--- src/rtl/camera_capture_engine.sv ---
// Camera capture engine: turns a DVP-style byte stream (VSYNC/HREF/D) into
// frame-buffer writes. Pixels are assembled from byte pairs, reformatted,
// optionally decimated 2:1 in both directions, and written with a linear
// address that saturates at the buffer depth. Frame geometry is checked and
// reported once per frame.
module camera_capture_engine #(
    parameter int H_ACTIVE = 640,
    parameter int V_ACTIVE = 480,
    parameter int ADDR_W   = 19,
    parameter int DEPTH    = 307200,
    parameter int OUT_W    = 12
) (
    input  logic              clk,
    input  logic              rst,
    input  logic              vsync,
    input  logic              href,
    input  logic [7:0]        d,
    input  logic [1:0]        mode,
    input  logic              decim,
    input  logic              cont,
    input  logic              snap,
    output logic [ADDR_W-1:0] addr,
    output logic [OUT_W-1:0]  dout,
    output logic              we,
    output logic              frame_done,
    output logic              busy,
    output logic [7:0]        frame_cnt,
    output logic              geom_err,
    output logic              ovf
);

    typedef enum logic [1:0] {
        IDLE   = 2'd0,
        ARMED  = 2'd1,
        ACTIVE = 2'd2
    } state_t;

    localparam logic [ADDR_W-1:0] LAST_ADDR = ADDR_W'(DEPTH - 1);
    localparam logic [15:0]       H_CNT     = 16'(H_ACTIVE);
    localparam logic [15:0]       V_CNT     = 16'(V_ACTIVE);

    // Build a 16-bit MSB-aligned word, then keep the top OUT_W bits.
    // Mode 0 at 12 bits packs RGB565 down to RGB444; at 16 bits it is RGB565.
    // Mode 2 takes the Y byte (first of each pair) and replicates it.
    function automatic logic [OUT_W-1:0] fmt_pixel(
        input logic [1:0] fmt,
        input logic [7:0] hi,
        input logic [7:0] lo
    );
        logic [15:0] word;
        case (fmt)
            2'd1:    word = {hi, lo};
            2'd2:    word = {hi, hi};
            default: word = (OUT_W == 16) ? {hi, lo}
                                          : {hi[7:4], hi[2:0], lo[7], lo[4:1], 4'b0000};
        endcase
        return OUT_W'(word >> (16 - OUT_W));
    endfunction

    state_t              state_q;
    state_t              state_nx;
    logic                start_frame;
    logic                end_frame;

    logic                vsync_q;
    logic                href_q;
    logic                vs_fall;
    logic                vs_rise;
    logic                href_fall;

    logic [1:0]          mode_q;
    logic                decim_q;
    logic                phase_q;
    logic [7:0]          hi_p0;
    logic [15:0]         pix_cnt_q;
    logic [15:0]         line_cnt_q;
    logic [ADDR_W-1:0]   addr_cnt_q;
    logic                full_q;
    logic                line_err_q;
    logic                byte_en;
    logic                keep_pix;

    logic                vld_p1;
    logic [ADDR_W-1:0]   addr_p1;
    logic [OUT_W-1:0]    dout_p1;
    logic                frame_done_q;
    logic [7:0]          frame_cnt_q;
    logic                geom_err_q;
    logic                ovf_q;

    assign vs_fall   = vsync_q & ~vsync;
    assign vs_rise   = ~vsync_q & vsync;
    assign href_fall = href_q & ~href;
    assign byte_en   = (state_q == ACTIVE) && href;
    assign keep_pix  = !decim_q || (!pix_cnt_q[0] && !line_cnt_q[0]);

    // Delayed copies of the sync inputs for edge detection; cleared on reset
    // so a fresh falling edge is always required after reset.
    always_ff @(posedge clk) begin
        if (rst) begin
            vsync_q <= 1'b0;
            href_q  <= 1'b0;
        end else begin
            vsync_q <= vsync;
            href_q  <= href;
        end
    end

    // Capture state register
    always_ff @(posedge clk) begin
        if (rst) begin
            state_q <= IDLE;
        end else begin
            state_q <= state_nx;
        end
    end

    // Next-state logic plus frame start/end strobes for the datapath
    always_comb begin
        state_nx    = state_q;
        start_frame = 1'b0;
        end_frame   = 1'b0;
        case (state_q)
            IDLE: begin
                if (cont || snap) begin
                    state_nx = ARMED;
                end
            end
            ARMED: begin
                if (vs_fall) begin
                    state_nx    = ACTIVE;
                    start_frame = 1'b1;
                end
            end
            ACTIVE: begin
                if (vs_rise) begin
                    end_frame = 1'b1;
                    state_nx  = cont ? ARMED : IDLE;
                end
            end
            default: begin
                state_nx = IDLE;
            end
        endcase
    end

    // First byte of each pixel is parked here until its partner arrives
    always_ff @(posedge clk) begin
        if (byte_en && !phase_q) begin
            hi_p0 <= d;
        end
    end

    // Byte pairing, line/pixel counting, write generation and frame status
    always_ff @(posedge clk) begin
        if (rst) begin
            mode_q       <= 2'd0;
            decim_q      <= 1'b0;
            phase_q      <= 1'b0;
            pix_cnt_q    <= 16'd0;
            line_cnt_q   <= 16'd0;
            addr_cnt_q   <= '0;
            full_q       <= 1'b0;
            line_err_q   <= 1'b0;
            vld_p1       <= 1'b0;
            addr_p1      <= '0;
            dout_p1      <= '0;
            frame_done_q <= 1'b0;
            frame_cnt_q  <= 8'd0;
            geom_err_q   <= 1'b0;
            ovf_q        <= 1'b0;
        end else begin
            vld_p1       <= 1'b0;
            frame_done_q <= 1'b0;
            if (start_frame) begin
                mode_q     <= mode;
                decim_q    <= decim;
                phase_q    <= 1'b0;
                pix_cnt_q  <= 16'd0;
                line_cnt_q <= 16'd0;
                addr_cnt_q <= '0;
                full_q     <= 1'b0;
                line_err_q <= 1'b0;
            end else if (state_q == ACTIVE) begin
                if (end_frame) begin
                    frame_done_q <= 1'b1;
                    frame_cnt_q  <= frame_cnt_q + 8'd1;
                    geom_err_q   <= line_err_q || (line_cnt_q != V_CNT);
                    ovf_q        <= full_q;
                end
                if (href) begin
                    if (!phase_q) begin
                        phase_q <= 1'b1;
                    end else begin
                        phase_q   <= 1'b0;
                        pix_cnt_q <= pix_cnt_q + 16'd1;
                        if (keep_pix && !full_q) begin
                            vld_p1     <= 1'b1;
                            addr_p1    <= addr_cnt_q;
                            dout_p1    <= fmt_pixel(mode_q, hi_p0, d);
                            addr_cnt_q <= addr_cnt_q + ADDR_W'(1);
                            if (addr_cnt_q == LAST_ADDR) begin
                                full_q <= 1'b1;
                            end
                        end
                    end
                end else if (href_fall) begin
                    // A dangling first byte is dropped by forcing phase 0.
                    phase_q    <= 1'b0;
                    line_cnt_q <= line_cnt_q + 16'd1;
                    pix_cnt_q  <= 16'd0;
                    if (pix_cnt_q != H_CNT) begin
                        line_err_q <= 1'b1;
                    end
                end
            end
        end
    end

    assign addr       = addr_p1;
    assign dout       = dout_p1;
    assign we         = vld_p1;
    assign frame_done = frame_done_q;
    assign busy       = (state_q != IDLE);
    assign frame_cnt  = frame_cnt_q;
    assign geom_err   = geom_err_q;
    assign ovf        = ovf_q;

endmodule

--- config.mk ---
export PLATFORM = sky130hd
export DESIGN_NAME = camera_capture_engine
export DESIGN_NICKNAME = d
export VERILOG_FILES = /design/src/rtl/camera_capture_engine.sv
export SDC_FILE = /design/constraint.sdc
export NUM_CORES = 1
export LEC_CHECK = 0
export ABC_AREA = 0
export CAP_MARGIN = 20
export CORE_UTILIZATION = 55
export CTS_BUF_LIST = sky130_fd_sc_hd__clkbuf_8
export CTS_CLUSTER_DIAMETER = 100
export DETAILED_ROUTE_END_ITERATION = 6
export GPL_ROUTABILITY_DRIVEN = 0
export PLACE_DENSITY = 0.85
export SLEW_MARGIN = 30
export SYNTH_ARGS = -nofsm -noshare
export SYNTH_HDL_FRONTEND = slang
export SYNTH_SLANG_ARGS = --single-unit
export TNS_END_PERCENT = 10
--- constraint.sdc ---
create_clock -name clk -period 3.7 [get_ports clk]
set_input_delay 0.555 -clock clk [delete_from_list [all_inputs] [get_ports clk]]
set_output_delay 0.555 -clock clk [all_outputs]
set_load 0.005 [all_outputs]
==> flow_metrics.env <==
export IMPL_drv_cap=0
export IMPL_drv_slew=0
export IMPL_hpwlAfterDp_mm=7.66
export IMPL_tightest_slew_ns=0.772
export IMPL_grt_pass1_wl_mm=18.4
export IMPL_power_leakage_nw=1.86
export IMPL_port_buffers=60
export IMPL_finalCritPeriodShare=0.695
export IMPL_reg2reg_slack_ns=1.48
export IMPL_drt_total_wl_mm=10.8
export IMPL_hp_class="flop to flop"
export IMPL_yosys_area_top_type="dfxtp_1"
export IMPL_setup_viol=0
export IMPL_cts_hold_fix_buffers=0
export IMPL_fin_cells=742
export IMPL_grt_overflow_total=0
export IMPL_grt_usage=0.233
export IMPL_synth_area_mm2=0.00492
export IMPL_clock_path_buffers=2
export IMPL_area_growth_pct=17.2
export IMPL_critPathRequiredTime_ns=3.98
export IMPL_drtIter0Drc=197
export IMPL_tritoncts="yes"
export IMPL_clkTransAtPathRegs_ns=0.11
export IMPL_ir_worst_vdd_mv=0.197
export IMPL_vias=4351
export IMPL_path_max_fanout=10
export IMPL_crit_end="line_cnt_q[15]"
export IMPL_synth_distinct_cells=47
export IMPL_viasPerCell=5.86
export IMPL_skew_ns=0.0161
export IMPL_arrival_ns=2.85
export IMPL_fin_crit_ns=2.57
export IMPL_syn_inst=582
export IMPL_rsz0062_at_grt="no"
export IMPL_start_kind="input pin"
export IMPL_detail_route_first_pass_iterations=5
export IMPL_clk_latency_ns=0.37
export IMPL_synth_top_area_frac=0.423
export IMPL_post_cts_buffers=0
export IMPL_n_antenna_cell=0
export IMPL_antenna_left=0
export IMPL_cts_buffers=9
export IMPL_r2r_end="line_cnt_q[15]"
export IMPL_cp_end_kind="flop"
export IMPL_boundaryPins=61
export IMPL_rr_worst_depth=4
export IMPL_grt_max_degree=51
export IMPL_ys_seq_area_frac=0.472
export IMPL_fp_dieH_um=96.6
export IMPL_avgSynthCellArea_um2=8.46
export IMPL_die_area_mm2=0.00934
export IMPL_drc_errors=0
export IMPL_antenna_found_initial=0
export IMPL_cts_htree_levels=3
export IMPL_fin_nets=654
export IMPL_cellPowerDensity_mw_per_mm2=345
export IMPL_criticalPathCategory="input pin to flop"
export IMPL_final_hold_viol_count=0
export IMPL_async_reset_ff_frac=0
export IMPL_worstReg2RegStart="state_q[1]"
export IMPL_layout_drive_gt1_share=0.0473
export IMPL_synth_seq_cells=112
export IMPL_design_area_mm2=0.00577
export IMPL_postPlaceCellArea_mm2=0.00558
export IMPL_synthFlopType="dfxtp_1"
export IMPL_max_freq_mhz=389
export IMPL_timing_setup_tns_ns=0
export IMPL_cts_root_buf="clkbuf_8"
export IMPL_fin_util=0.665
export IMPL_ys_warn_count=0
export IMPL_cts_sink_count=112
export IMPL_fp_dieW_um=96.6
export IMPL_grt_pass1_vias=4125
export IMPL_row_count=34
export IMPL_synth_nets=607
export IMPL_fin_ws_ns=1.13
export IMPL_synth_edff_count=8
export IMPL_ctsResizeCount=0
export IMPL_slew_headroom=0.484
export IMPL_start_util=0.567
export IMPL_place_inst=726
export IMPL_status="finished clean"
export IMPL_dp_slack_ns=0.759
export IMPL_startpoint="href"
export IMPL_synthTopCellsByArea="dfxtp_1 42%, nand2_1 7.3%, a21oi_1 6.6%"
export IMPL_core_mm2=0.00868
export IMPL_fill_cells=696
export IMPL_wl_per_cell_um=14.5
==> how the worst min path moves through the flow <==
stage	slack, ns	from	cells after the start	endpoint
2_1_floorplan	0.44	line_err_q	2	line_err_q
4_1_cts	0.47	addr[14]	2	addr[14]
3_5_place_dp	0.45	addr[14]	2	addr[14]
3_3_place_gp	0.44	addr[11]	2	addr[11]
6_report	0.46	addr[14]	2	addr[14]
5_1_grt	0.48	addr[8]	2	addr[8]
==> registers in the layout (all words and copies together), names as in the netlist, 8 cells and up <==
| name | flops |
|---|---|
| hi_p0 | 8 |
| line_cnt_q | 16 |
| frame_cnt | 8 |
| dout | 12 |
| pix_cnt_q | 16 |
| addr_cnt_q | 19 |
| addr | 19 |
==> critical path, cell delays in order <==
cell,delay (ns)
clkdlybuf4s50_1,0.61
nand4bb_1,0.50
or4_4,0.67
or3_1,0.37
a21oi_1,0.15
==> final cells by class <==
| class | instances | area [um^2] | share of cell area |
|---|---|---|---|
| Multi-Input combinational cell | 424 | 2420 | 0.419 |
| Sequential cell | 112 | 2320 | 0.402 |
| Timing Repair Buffer | 66 | 646 | 0.112 |
| Clock buffer | 10 | 138 | 0.0238 |
| Tap cell | 108 | 135 | 0.0234 |
| Inverter | 16 | 60.1 | 0.0104 |
| Clock inverter | 6 | 55.1 | 0.00954 |
==> cell families (layout without fill, tap and decap cells) <==
kind of cell,after synthesis,after routing,share of synthesized area
flip-flops,112,112,0.472
adder cells (fa/ha/maj),8,8,0.0203
XOR/XNOR,25,25,0.0445
AND/OR/NAND/NOR,268,268,0.284
AO/OA/AOI/OAI,121,121,0.137
buffers and inverters,46,98,0.0386
multiplexers,2,2,0.00432
==> report_power, final <==
part / leakage (nW) / total [mW] / internal (mW) / switching, mW
registers: 0.910 / 1.23 / 1.22 / 0.00658
logic: 0.846 / 0.0695 / 0.0302 / 0.0393
clock network: 0.101 / 0.694 / 0.274 / 0.419
total: 1.86 / 1.99 / 1.53 / 0.465
==> synthesized netlist by cell type (10+ instances only) <==
library cell and number:
or4_1 11, nor3_1 10, or3_1 13, xor2_1 16, nand4_1 22, dfxtp_1 104
nand3_1 17, nor2_1 47, a21oi_1 65, o31ai_1 10, clkbuf_1 22, o21ai_0 28
nand2_1 96, inv_1 16
==> per-stage QoR <==
step                hold WS, ns  power (mW)
finish                    0.463        1.99
global route              0.484        2.05
CTS                       0.466        2.01
detailed placement        0.451        1.33
global placement          0.443        1.32
floorplan                 0.437        1.29
==> cells in the final DEF, fill, tap and decap left out, types with 3 or more instances in the layout <==
master           Yosys  routed
a211oi_1             5       5
a21oi_1             65      65
a22oi_1              4       4
and2_1               5       5
and3_1               5       5
and4_1               7       7
buf_4                1       6
clkbuf_8             0      10
clkdlybuf4s50_1      0      60
dfxtp_1            104     104
edfxtp_1             8       8
ha_1                 8       8
inv_1               16      17
nand2_1             96      96
nand3_1             17      17
nand4_1             22      22
nor2_1              47      47
nor3_1              10       9
nor4_1               9       9
nor4b_1              3       3
nor4bb_1             3       3
o21a_1               6       6
o21ai_0             28      28
o31ai_1             10      10
or2_2                3       3
or3_1               13      13
or4_1               11      11
xnor2_1              9       9
xor2_1              16      16
==> metal layers <==
metal | part of all wire | global-route usage | vias up
met4 | 0.013 | 0.0827 | 0
met3 | 0.046 | 0.0376 | 15
met5 | 0 | 0 | -
met1 | 0.43 | 0.291 | 2057
li1 | - | - | 2161
met2 | 0.51 | 0.405 | 118
No activity file was read; power rests on OpenSTA's default activity.
